### config.mk
export PLATFORM = sky130hd
export DESIGN_NAME = ebus_dev_responder
export DESIGN_NICKNAME = d
export VERILOG_FILES = /design/src/rtl/ebus_pkg.sv /design/src/rtl/ebus_parity.sv /design/src/rtl/ebus_dev_responder.sv
export SDC_FILE = /design/constraint.sdc
export NUM_CORES = 1
export LEC_CHECK = 0
export CAP_MARGIN = 20
export CORE_MARGIN = 2
export CORE_UTILIZATION = 33
export DETAILED_ROUTE_END_ITERATION = 7
export PLACE_DENSITY_LB_ADDON = 0.05
export SYNTH_ARGS = -nofsm -noshare
export SYNTH_HDL_FRONTEND = slang
export SYNTH_HIERARCHICAL = 1
export SYNTH_SLANG_ARGS = --single-unit
### constraint.sdc
create_clock -name eboxClk -period 6.79 [get_ports eboxClk]
set_clock_uncertainty 0.05 [all_clocks]
set_input_delay 2.037 -clock eboxClk [delete_from_list [all_inputs] [get_ports eboxClk]]
set_output_delay 2.037 -clock eboxClk [all_outputs]
set_load 0.05 [all_outputs]
### src/rtl/ebus_pkg.sv
// rtl/ebus_pkg.sv - EBUS widths, function codes and responder state encoding
package ebus_pkg;

    localparam int EBUS_DS_W   = 7;
    localparam int EBUS_DATA_W = 36;

    typedef logic [0:EBUS_DS_W-1]   ebus_ds_t;
    typedef logic [0:EBUS_DATA_W-1] ebus_data_t;
    typedef logic [0:2]             ebus_func_t;

    localparam ebus_func_t EBUS_FUNC_CONO  = 3'd0;
    localparam ebus_func_t EBUS_FUNC_CONI  = 3'd1;
    localparam ebus_func_t EBUS_FUNC_DATAO = 3'd2;
    localparam ebus_func_t EBUS_FUNC_DATAI = 3'd3;

    localparam logic [1:0] ST_IDLE    = 2'd0;
    localparam logic [1:0] ST_WAIT    = 2'd1;
    localparam logic [1:0] ST_XFER    = 2'd2;
    localparam logic [1:0] ST_RELEASE = 2'd3;

endpackage

### src/rtl/ebus_parity.sv
// rtl/ebus_parity.sv - 36-bit odd parity generator (data -> bit making total ones odd)
module ebus_parity
    import ebus_pkg::*;
(
    input  logic [0:EBUS_DATA_W-1] data,    // word to protect
    output logic                   odd_par  // 1 when data has an even number of ones
);

    assign odd_par = ~(^data);

endmodule

### src/rtl/ebus_dev_responder.sv
// rtl/ebus_dev_responder.sv - EBUS device-side responder; EBUS_PARITY_EN adds parity check/generation
module ebus_dev_responder
    import ebus_pkg::*;
#(
    parameter logic [0:EBUS_DS_W-1] DEV_ADDR = 7'o070, // controller select answered
    parameter int                   RD_WAIT  = 2       // accept-to-capture delay for reads (0..15)
) (
    input  logic                   eboxClk,        // all state on posedge
    input  logic                   eboxReset,      // async, active high
    input  logic [0:EBUS_DS_W-1]   EBUS_DS,        // controller select
    input  logic [0:2]             EBUS_func,      // CONO/CONI/DATAO/DATAI, 4-7 ignored
    input  logic                   EBUS_demand,    // held until devTransfer seen
    input  logic [0:EBUS_DATA_W-1] EBUS_dataIn,    // write data from EDP
`ifdef EBUS_PARITY_EN
    input  logic                   EBUS_parityIn,  // odd parity bit for EBUS_dataIn
`endif
    input  logic [0:EBUS_DATA_W-1] devConiData,    // status word returned on CONI
    input  logic [0:EBUS_DATA_W-1] devDataiData,   // data word returned on DATAI
    output logic                   devTransfer,    // transfer acknowledge
    output logic                   devDrivingEBUS, // devEBUS is being driven
    output logic [0:EBUS_DATA_W-1] devEBUS,        // read data
    output logic [0:EBUS_DATA_W-1] devWriteData,   // last CONO/DATAO word
    output logic                   devConoStrobe,  // one-cycle CONO pulse
    output logic                   devDataoStrobe, // one-cycle DATAO pulse
`ifdef EBUS_PARITY_EN
    output logic                   devEBUSparity,  // odd parity of devEBUS
    output logic                   devParityErr,   // one-cycle pulse on bad write parity
`endif
    output logic                   devBusy         // not idle
);

    logic [1:0] state_q, state_d;
    logic [3:0] wait_cnt_q, wait_cnt_d;
    logic       demand_prev_q;
    logic       is_datai_q, is_datai_d;
    logic       transfer_q, transfer_d;
    logic       driving_q, driving_d;
    ebus_data_t dev_ebus_q, dev_ebus_d;
    ebus_data_t wdata_q, wdata_d;
    logic       cono_q, cono_d;
    logic       datao_q, datao_d;

    logic       accept;
    logic       is_write;
    logic       is_read;
    logic       parity_ok;
    logic [3:0] wait_dec;

`ifdef EBUS_PARITY_EN
    logic in_par;
    logic ebus_par_d, ebus_par_q;
    logic perr_q, perr_d;

    ebus_parity u_par_in (
        .data    (EBUS_dataIn),
        .odd_par (in_par)
    );

    // Parity is computed on the next devEBUS value so it registers alongside it.
    ebus_parity u_par_out (
        .data    (dev_ebus_d),
        .odd_par (ebus_par_d)
    );

    assign parity_ok = (EBUS_parityIn == in_par);
`else
    assign parity_ok = 1'b1;
`endif

    assign is_write = (EBUS_func == EBUS_FUNC_CONO) || (EBUS_func == EBUS_FUNC_DATAO);
    assign is_read  = (EBUS_func == EBUS_FUNC_CONI) || (EBUS_func == EBUS_FUNC_DATAI);
    // Edge-qualified so a demand still held after a transfer cannot start another one.
    assign accept   = EBUS_demand && !demand_prev_q && (EBUS_DS == DEV_ADDR) && (is_write || is_read);
    assign wait_dec = wait_cnt_q - 4'd1;

    always_comb begin
        state_d    = state_q;
        wait_cnt_d = wait_cnt_q;
        is_datai_d = is_datai_q;
        transfer_d = transfer_q;
        driving_d  = driving_q;
        dev_ebus_d = dev_ebus_q;
        wdata_d    = wdata_q;
        cono_d     = 1'b0;
        datao_d    = 1'b0;
`ifdef EBUS_PARITY_EN
        perr_d     = 1'b0;
`endif
        case (state_q)
            ST_IDLE: begin
                if (accept) begin
                    if (is_write) begin
                        wdata_d    = EBUS_dataIn;
                        cono_d     = parity_ok && (EBUS_func == EBUS_FUNC_CONO);
                        datao_d    = parity_ok && (EBUS_func == EBUS_FUNC_DATAO);
`ifdef EBUS_PARITY_EN
                        perr_d     = !parity_ok;
`endif
                        transfer_d = 1'b1;
                        state_d    = ST_XFER;
                    end else begin
                        is_datai_d = (EBUS_func == EBUS_FUNC_DATAI);
                        if (RD_WAIT == 0) begin
                            dev_ebus_d = (EBUS_func == EBUS_FUNC_DATAI) ? devDataiData : devConiData;
                            driving_d  = 1'b1;
                            transfer_d = 1'b1;
                            state_d    = ST_XFER;
                        end else begin
                            wait_cnt_d = 4'(RD_WAIT);
                            state_d    = ST_WAIT;
                        end
                    end
                end
            end
            ST_WAIT: begin
                if (!EBUS_demand) begin
                    // EBOX gave up; nothing has been driven yet.
                    state_d = ST_IDLE;
                end else if (wait_dec == 4'd0) begin
                    dev_ebus_d = is_datai_q ? devDataiData : devConiData;
                    driving_d  = 1'b1;
                    transfer_d = 1'b1;
                    wait_cnt_d = 4'd0;
                    state_d    = ST_XFER;
                end else begin
                    wait_cnt_d = wait_dec;
                end
            end
            ST_XFER: begin
                if (!EBUS_demand) begin
                    transfer_d = 1'b0;
                    state_d    = ST_RELEASE;
                end
            end
            ST_RELEASE: begin
                // Read data stayed on the bus one cycle past transfer for hold time.
                driving_d  = 1'b0;
                dev_ebus_d = '0;
                state_d    = ST_IDLE;
            end
            default: begin
                state_d = ST_IDLE;
            end
        endcase
    end

    always_ff @(posedge eboxClk or posedge eboxReset) begin
        if (eboxReset) begin
            state_q       <= ST_IDLE;
            wait_cnt_q    <= 4'd0;
            demand_prev_q <= 1'b0;
            is_datai_q    <= 1'b0;
            transfer_q    <= 1'b0;
            driving_q     <= 1'b0;
            dev_ebus_q    <= '0;
            wdata_q       <= '0;
            cono_q        <= 1'b0;
            datao_q       <= 1'b0;
`ifdef EBUS_PARITY_EN
            ebus_par_q    <= 1'b0;
            perr_q        <= 1'b0;
`endif
        end else begin
            state_q       <= state_d;
            wait_cnt_q    <= wait_cnt_d;
            demand_prev_q <= EBUS_demand;
            is_datai_q    <= is_datai_d;
            transfer_q    <= transfer_d;
            driving_q     <= driving_d;
            dev_ebus_q    <= dev_ebus_d;
            wdata_q       <= wdata_d;
            cono_q        <= cono_d;
            datao_q       <= datao_d;
`ifdef EBUS_PARITY_EN
            ebus_par_q    <= ebus_par_d;
            perr_q        <= perr_d;
`endif
        end
    end

    assign devTransfer    = transfer_q;
    assign devDrivingEBUS = driving_q;
    assign devEBUS        = dev_ebus_q;
    assign devWriteData   = wdata_q;
    assign devConoStrobe  = cono_q;
    assign devDataoStrobe = datao_q;
    assign devBusy        = (state_q != ST_IDLE);
`ifdef EBUS_PARITY_EN
    assign devEBUSparity  = ebus_par_q;
    assign devParityErr   = perr_q;
`endif

endmodule

==> results.toml, run 1 <==
[finish]
syn2layout_area_growth_pct = 62.40
final_util_pct = 54.65
antennaDiodeCount = 0
layout.nets = 621
drive_gt1_share_pct = 6.972

[timing]
layout_min_cycle_time_ps = 4166
period_share_pct = 61.35
fmax_ghz = 0.2400
hold_viol = 0
setup_viol = 0
hold_slack_ps = 438.6
worst_pin_slew_ps = 1085
maxSlewViolCount = 0
tns_ps = 0
rsz0062_at_grt = "no"
maxSlewHeadroom_pct = 27.66

[run_status]
status = "finished, final reports clean"

[synthesis]
synthFlopType = "dfrtp_1"
yosysMostFrequentCell = "dfrtp_1"
async_reset_ff_share_pct = 100.0
synth-seq-cells = 84
synth_edf_count = 0
postSynthCellCount = 309
synth-warning-count = 6
yosysSeqAreaShare_pct = 55.17
synth_nets = 432
syn_area_sq_um = 3810
avgSynthCellArea_sq_um = 12.33
yosysTopAreaCell = "dfrtp_1"
ys_top_cells_by_count = "84 x dfrtp_1, 44 x inv_1, 37 x mux2i_1"
ys_types = 36
synth_top_cell_area_share_pct = 55.17
synthTopCellsByArea = "dfrtp_1 55%, mux2i_1 9.7%, o32ai_1 8.3%"

[setup_path]
end_kind = "register"
rrSetupSlack_ps = 4040
start_kind = "primary input"
crit_end = "devWriteData[5]"
crit_type = "primary input to register"
reg2reg_depth = 6
crit_start = "EBUS_demand"
cp_max_fo = 31
cp.arrival_ps = 4320
worst_r2r_startpoint = "wait_cnt_q[0]"
r2r_end = "devEBUS[25]"
crit_required_ps = 6950

[power_and_ir_drop]
finalPower_w = 0.001123
powerDensity_nw_per_um2 = 181.5
power_leakage_nw = 2.780
peakVddDrop_mv = 0.09106

[clocking]
clockBufferDepth = 2
cts-resized-gates = 0
cts.htree.levels = 3
cts_post_setup_buffers_inserted = 0
insertion_delay_ps = 330
cts_made_buffers = 9
holdBufCountCts = 0
cts_root_buf = "clkbuf_16"
clock-sinks = 84
clkTransAtPathRegs_ps = 60
cts_tree = "yes"

[drt]
dr.first_iter.drc_count = 144
dr.pass1.iters = 5
wl_per_cell_microns = 15.68
vias = 3095
wl_mm = 10.11
drc = 0
viasPerCell = 4.798
drtAntennaViolNets = 0

[global_routing]
grt_usage_pct = 16.35
grt_pass1_vias = 3274
overflow = 0
antenna_found_initial = 0
grt_max_degree = 44
grt_pass1_wl_mm = 16.44

[die]
die-area_sq_um = 12420
rows = 39
ios = 198
core_area_sq_um = 11320
die_w_microns = 111.5
die_height_microns = 111.5
initial_utilization_pct = 33.65

[min_path]
hold_path.class = "register to register"

[placement]
io_buffer_count = 197
globalplace.congestion = 0.7890
dp_hpwl_mm = 7.227

[job]
maxCapViolations = 0
-- layout by cell type (no fill, tap or decap), types with 3 or more instances in the layout --
cell,count
clkdlybuf4s50_1,197
dfrtp_1,83
inv_1,43
mux2i_1,37
o32ai_1,36
mux2_1,27
clkbuf_16,9
nor2_1,8
mux2_4,7
nand2_1,4
a21oi_1,4
o21ai_0,3
nor3b_1,3
clkinv_2,3
-- kinds of logic (layout without fill, tap and decap cells) --
| group | Yosys count | in the layout | synth area share (%) |
|---|---|---|---|
| buffers and inverters | 66 | 259 | 7.094 |
| AOI/OAI and AO/OA | 55 | 55 | 11.59 |
| DFF | 84 | 84 | 55.17 |
| muxes | 73 | 73 | 21.05 |
| and+or+nand+nor | 29 | 29 | 4.433 |
| adders and majority gates | 2 | 2 | 0.6567 |
-- per-stage QoR --
stage / cells / area (sq um) / worst slack [ps]
CTS: 645 / 6187 / 2616
global placement: 629 / 5889 / 1737
global route: 645 / 6187 / 2469
detailed placement: 630 / 5909 / 2276
floorplan: 309 / 3810 / 2538
finish: 645 / 6187 / 2624
-- power breakdown --
part | internal [W] | switching (W)
Sequential | 0.000510 | 0.00000793
Clock | 0.000264 | 0.000191
Combinational | 0.0000864 | 0.0000628
Total | 0.000861 | 0.000262
-- worst max-delay path, stage by stage --
cell and delay, ps:
clkdlybuf4s50_1 580, or4b_1 490, nor3_2 240, nand3_2 340
buf_12 300, mux2_1 330
-- layer usage --
metal  routed length (microns)  track usage [%]
met2                      5023            27.20
met4                       135            5.679
met3                       653            3.811
met1                      4300            21.06
met5                         0                0
-- registers in the layout, summed over array words and instances (netlist names) --
name and cells:
wait_cnt_q 4, state_q 2, devDrivingEBUS 1, is_datai_q 1, demand_prev_q 1, devEBUS 36
devTransfer 1, devWriteData 36, devDataoStrobe 1, devConoStrobe 1
-- cell type report --
cell class,instances,area (sq um)
Clock buffer,11,252.7
Clock inverter,4,25.02
Tap cell,143,178.9
Inverter,44,166.4
Sequential cell,84,2103
Multi-Input combinational cell,159,1454
Fill cell,1039,5134
Timing Repair Buffer,200,2007
-- worst min-delay path by stage --
stage	cells past startpoint	start	end
5_1_grt	1	devWriteData[21]	devWriteData[21]
3_5_place_dp	1	devWriteData[1]	devWriteData[1]
2_1_floorplan	1	wait_cnt_q[2]	wait_cnt_q[2]
3_3_place_gp	1	devWriteData[29]	devWriteData[29]
6_report	1	devWriteData[1]	devWriteData[1]
4_1_cts	1	devWriteData[1]	devWriteData[1]
Power figures use the tool's default switching activity.
==> inputs of run 2 (changes only) <==
clock period = 4.1 ns   (was 6.79 ns; I/O delays follow)
==> run 2 against run 1 <==
Critical path depth stayed put. Wire length is 1.4% lower. Total power is 82% higher. Setup slack lost 1700 ps. Largest cell class unchanged. Largest power group is now the clock network.
==> results.toml, run 2 (synthesis results as in run 1) <==
[drt]
wl_met1_mm = 4.348
wl_met3_microns = 655
route.met2.wl_mm = 4.838
wl_per_cell_microns = 15.34
drc = 0
highest_layer = "met4"
wl_mm = 9.968
dr.first_iter.drc_count = 137
vias = 3117
dr.pass1.iters = 4
drtAntennaViolNets = 0
viasPerCell = 4.795

[clocking]
clkTransAtPathRegs_ps = 60
cts_tree = "yes"
clock-sinks = 84
cts.htree.levels = 3
cts-resized-gates = 0
holdBufCountCts = 0
cts_root_buf = "clkbuf_16"
cts_made_buffers = 9
clockBufferDepth = 2
insertion_delay_ps = 330
cts_post_setup_buffers_inserted = 0

[finish]
antennaDiodeCount = 0
syn2layout_area_growth_pct = 65.75
layout.nets = 625
drive_gt1_share_pct = 7.692
final_common_cell = "clkdlybuf4s50_1"
layout_common_cells = "197 x clkdlybuf4s50_1, 83 x dfrtp_1, 43 x inv_1"

[setup_path]
cp.buffers_inverters = 2
start_kind = "primary input"
cp_max_fo = 22
crit_type = "primary input to register"
path_cells = "clkdlybuf4s50_1 > or4b_1 > nor3_2 > nand3_2 > buf_4 > mux2_1"
crit_required_ps = 4260
cp_slowest_cell = "clkdlybuf4s50_1"
crit_path_max_incr_delay_ps = 590
path_delay_family = "simple AND/OR/NAND/NOR gates"
cp.arrival_ps = 3300
end_kind = "register"

[placement]
io_buffer_count = 197
place_ws_ps = 643.9
dp_hpwl_mm = 7.160
globalplace.congestion = 0.7962

[timing]
rsz0062_at_grt = "no"
fmax_ghz = 0.3183
setup_slack_ps = 958.0
layout_min_cycle_time_ps = 3142
hold_viol = 0
maxSlewViolCount = 0
worst_pin_slew_ps = 1076
setup_viol = 0
tns_ps = 0
period_share_pct = 76.63
maxSlewHeadroom_pct = 28.26

[global_routing]
grt_pass1_vias = 3221
grt_pass1_wl_mm = 16.31
grt_max_degree = 46
grt_usage_pct = 16.24
antenna_found_initial = 0
overflow = 0

[die]
die_height_microns = 111.5
die_w_microns = 111.5
die-area_sq_um = 12420
core_area_sq_um = 11320
ios = 198
initial_utilization_pct = 33.65
rows = 39

[run_status]
status = "finished, final reports clean"

[power_and_ir_drop]
peakVddDrop_mv = 0.2252
power_leakage_nw = 2.842
powerDensity_nw_per_um2 = 323.7

[min_path]
hold_path.class = "register to register"

[job]
maxCapViolations = 0
## run 2: cell types whose count changed in the layout (fill, tap and decap cells not counted)
| cell | change |
|---|---|
| clkbuf_1 | +1 |
| clkbuf_8 | -1 |
| inv_6 | +1 |
| clkinvlp_4 | -2 |
| clkinv_2 | -2 |
| buf_4 | +2 |
| clkinv_4 | +1 |
| buf_12 | +2 |
| bufinv_16 | +3 |
## run 2: metrics by stage
step                utilization (%)  total power, W  instances  instance area, sq um  hold WS [ps]
finish                        55.78        0.002044        650                  6315         442.0
global route                  55.78        0.002138        650                  6315         458.0
CTS                           55.60        0.002072        649                  6295         445.6
detailed placement            52.51        0.001125        633                  5944         430.5
global placement              52.51        0.001122        633                  5944         423.7
floorplan                         -       0.0009681        309                  3810         454.9
## run 2: area by class of cell
cell class              count  area, sq um
clock buffers              11        242.7
clock inverters             5        107.6
fillers                   997         5006
inverters                  44        166.4
multi-input cells         159         1454
flip-flops and latches     84         2103
well taps                 143        178.9
repair buffers            204         2062
## run 2: metal layers
layer,vias up,GRT usage [%]
met5,-,0
met4,0,5.185
met3,10,4.137
met2,111,27.03
met1,1501,20.89
li1,1495,-
## run 2: worst reg2reg max path, delay by kind of cell, from the launching register on
family / cells / cell delay (ps)
flops: 1 / 430
fa+ha+maj: 1 / 240
compound gates: 3 / 1100
simple gates: 1 / 280
buf+inv: 2 / 300
## run 2: power breakdown
group	internal (W)	total [W]	leakage [nW]	switching (W)
registers	0.000845	0.000858	0.969	0.0000134
logic	0.000145	0.000249	1.70	0.000104
clock network	0.000615	0.000937	0.170	0.000322
total	0.00160	0.00204	2.84	0.000439
## run 2: path summary, 6_finish.rpt
check / cells after the start / slack (ps) / end / start
worst max-delay path: 6 / 960 / devWriteData[4] / EBUS_demand
worst min-delay path: 1 / 440 / devWriteData[5] / devWriteData[5]
worst max register to register: 7 / 1560 / devEBUS[7] / wait_cnt_q[0]
worst min register to register: 1 / 440 / devWriteData[5] / devWriteData[5]
max in group asynchronous: 3 / 2020 / is_datai_q / eboxReset
min in group asynchronous: 2 / 1260 / devWriteData[9] / eboxReset
==> inputs of run 3 (changes only) <==
clock period = 3.2 ns   (was 4.1 ns; I/O delays follow)
==> run 3 against run 2 <==
Global-route usage shrank 0.050 points. First-iteration DRC count shrank 15%. Combinational power grew 29%. Wire length is essentially flat. Sequential power grew 28%. Sequential share of layout area grew 0.12 points. Clock power grew 20%. Utilization shrank 0.20 points. Register-to-register slack lost 1000 ps. Hold slack lost 2.8 ps. Setup slack lost 640 ps. Critical path depth shrank 3.
==> results.toml, run 3 (synthesis results as in run 1) <==
[run_status]
status = "finished, final reports clean"

[clocking]
cts_tree = "yes"
clock-sinks = 84
insertion_delay_ps = 330
cts_root_buf = "clkbuf_16"
cts_post_setup_buffers_inserted = 0
cts-resized-gates = 0
clkTransAtPathRegs_ps = 70
cts.htree.levels = 3
clockBufferDepth = 2
holdBufCountCts = 0
cts_made_buffers = 9

[setup_path]
path_cells = "nor2_1 > inv_1 > clkdlybuf4s50_1"
cp.buffers_inverters = 2
rrSetupSlack_ps = 560
end_kind = "output pin"
start_kind = "register"
cp_max_fo = 11
path_delay_family = "buffers and inverters"
crit_path_max_incr_delay_ps = 820
cp_slowest_cell = "clkdlybuf4s50_1"
r2r_end = "devEBUS[34]"
reg2reg_depth = 6
worst_r2r_startpoint = "wait_cnt_q[0]"
crit_type = "register to output pin"
crit_required_ps = 2190
cp.arrival_ps = 1880

[placement]
placed_cell_area_sq_um = 5967
placed_cells = 636
globalplace.congestion = 0.7328
io_buffer_count = 197
dp_hpwl_mm = 7.356
place_ws_ps = 165.4

[finish]
n_fill_cell = 1013
stdcell_area_sq_um = 6292
final_common_cell = "clkdlybuf4s50_1"
syn2layout_area_growth_pct = 65.16
drive_gt1_share_pct = 8.055
layout_common_cells = "197 x clkdlybuf4s50_1, 83 x dfrtp_1, 43 x inv_1"
layout.nets = 627
fin_cells = 652
antennaDiodeCount = 0

[timing]
maxSlewHeadroom_pct = 28.87
maxSlewViolCount = 0
hold_slack_ps = 439.2
layout_min_cycle_time_ps = 2885
setup_viol = 0
tns_ps = 0
worst_pin_slew_ps = 1067
setup_slack_ps = 314.9
period_share_pct = 90.16
hold_viol = 0
rsz0062_at_grt = "no"
fmax_ghz = 0.3466

[drt]
drc = 0
dr.pass1.iters = 4
wl_mm = 9.966
drtAntennaViolNets = 0
wl_per_cell_microns = 15.29
viasPerCell = 4.739
dr.first_iter.drc_count = 117
vias = 3090

[global_routing]
grt_max_degree = 39
grt_pass1_wl_mm = 16.16
antenna_found_initial = 0
grt_pass1_vias = 3152
overflow = 0
grt_usage_pct = 16.19

[power_and_ir_drop]
peakVddDrop_mv = 0.2512
power_leakage_nw = 2.835
powerDensity_nw_per_um2 = 404.2

[die]
die_height_microns = 111.5
ios = 198
initial_utilization_pct = 33.65
die-area_sq_um = 12420
rows = 39
die_w_microns = 111.5
core_area_sq_um = 11320

[min_path]
hold_end = "devWriteData[1]"
hold_path.startpoint = "devWriteData[1]"
hold_path_depth = 1
hold_path.class = "register to register"

[job]
maxCapViolations = 0
[run 3: changes by cell type in the layout (fill, tap and decap cells not counted), sizes merged]
cell	before	now
buf	7	9
bufinv	3	2
clkbuf	11	10
clkinvlp	0	1
inv	44	45
[run 3: metal layers]
layer  routed length (microns)  GRT usage (%)  part of all wire, %  up-vias
met3                       666          4.899                  6.7        6
met4                        85          4.280                 0.85        0
li1                          -              -                    -     1503
met5                         0              0                    0        -
met2                      4886          27.40                   49      107
met1                      4326          20.31                   43     1474
[run 3: how the worst max path moves through the flow]
| stage | startpoint | to | slack, ps | cells after the start |
|---|---|---|---|---|
| CTS | state_q[0] | devBusy | 310 | 3 |
| global placement | EBUS_demand | devEBUS[18] | 220 | 6 |
| global route | state_q[1] | devBusy | 260 | 3 |
| floorplan | eboxReset | demand_prev_q | 20 | 1 |
| finish | state_q[0] | devBusy | 310 | 3 |
| detailed placement | EBUS_func[0] | devWriteData[6] | 170 | 6 |
[run 3: through the flow]
stage / utilization [%] / total power [W]
3_5_place_dp: 52.71 / 0.001444
2_1_floorplan: - / 0.001240
3_3_place_gp: 52.71 / 0.001441
6_report: 55.58 / 0.002543
5_1_grt: 55.58 / 0.002655
4_1_cts: 55.58 / 0.002591
[run 3: power by group]
| group | internal, W | switching (W) | leakage [nW] |
|---|---|---|---|
| logic | 0.000188 | 0.000134 | 1.71 |
| registers | 0.00108 | 0.0000167 | 0.969 |
| clock network | 0.000694 | 0.000429 | 0.155 |
| total | 0.00196 | 0.000580 | 2.83 |
[run 3: cell type report]
| cell class | instances | area, sq um | area share (%) |
|---|---|---|---|
| multi-input combinational | 159 | 1454 | 23.11 |
| tap | 143 | 178.9 | 2.844 |
| clock buffer | 10 | 229.0 | 3.639 |
| clock inverter | 6 | 96.34 | 1.531 |
| sequential | 84 | 2103 | 33.43 |
| timing repair buffer | 206 | 2064 | 32.81 |
| inverter | 44 | 166.4 | 2.645 |
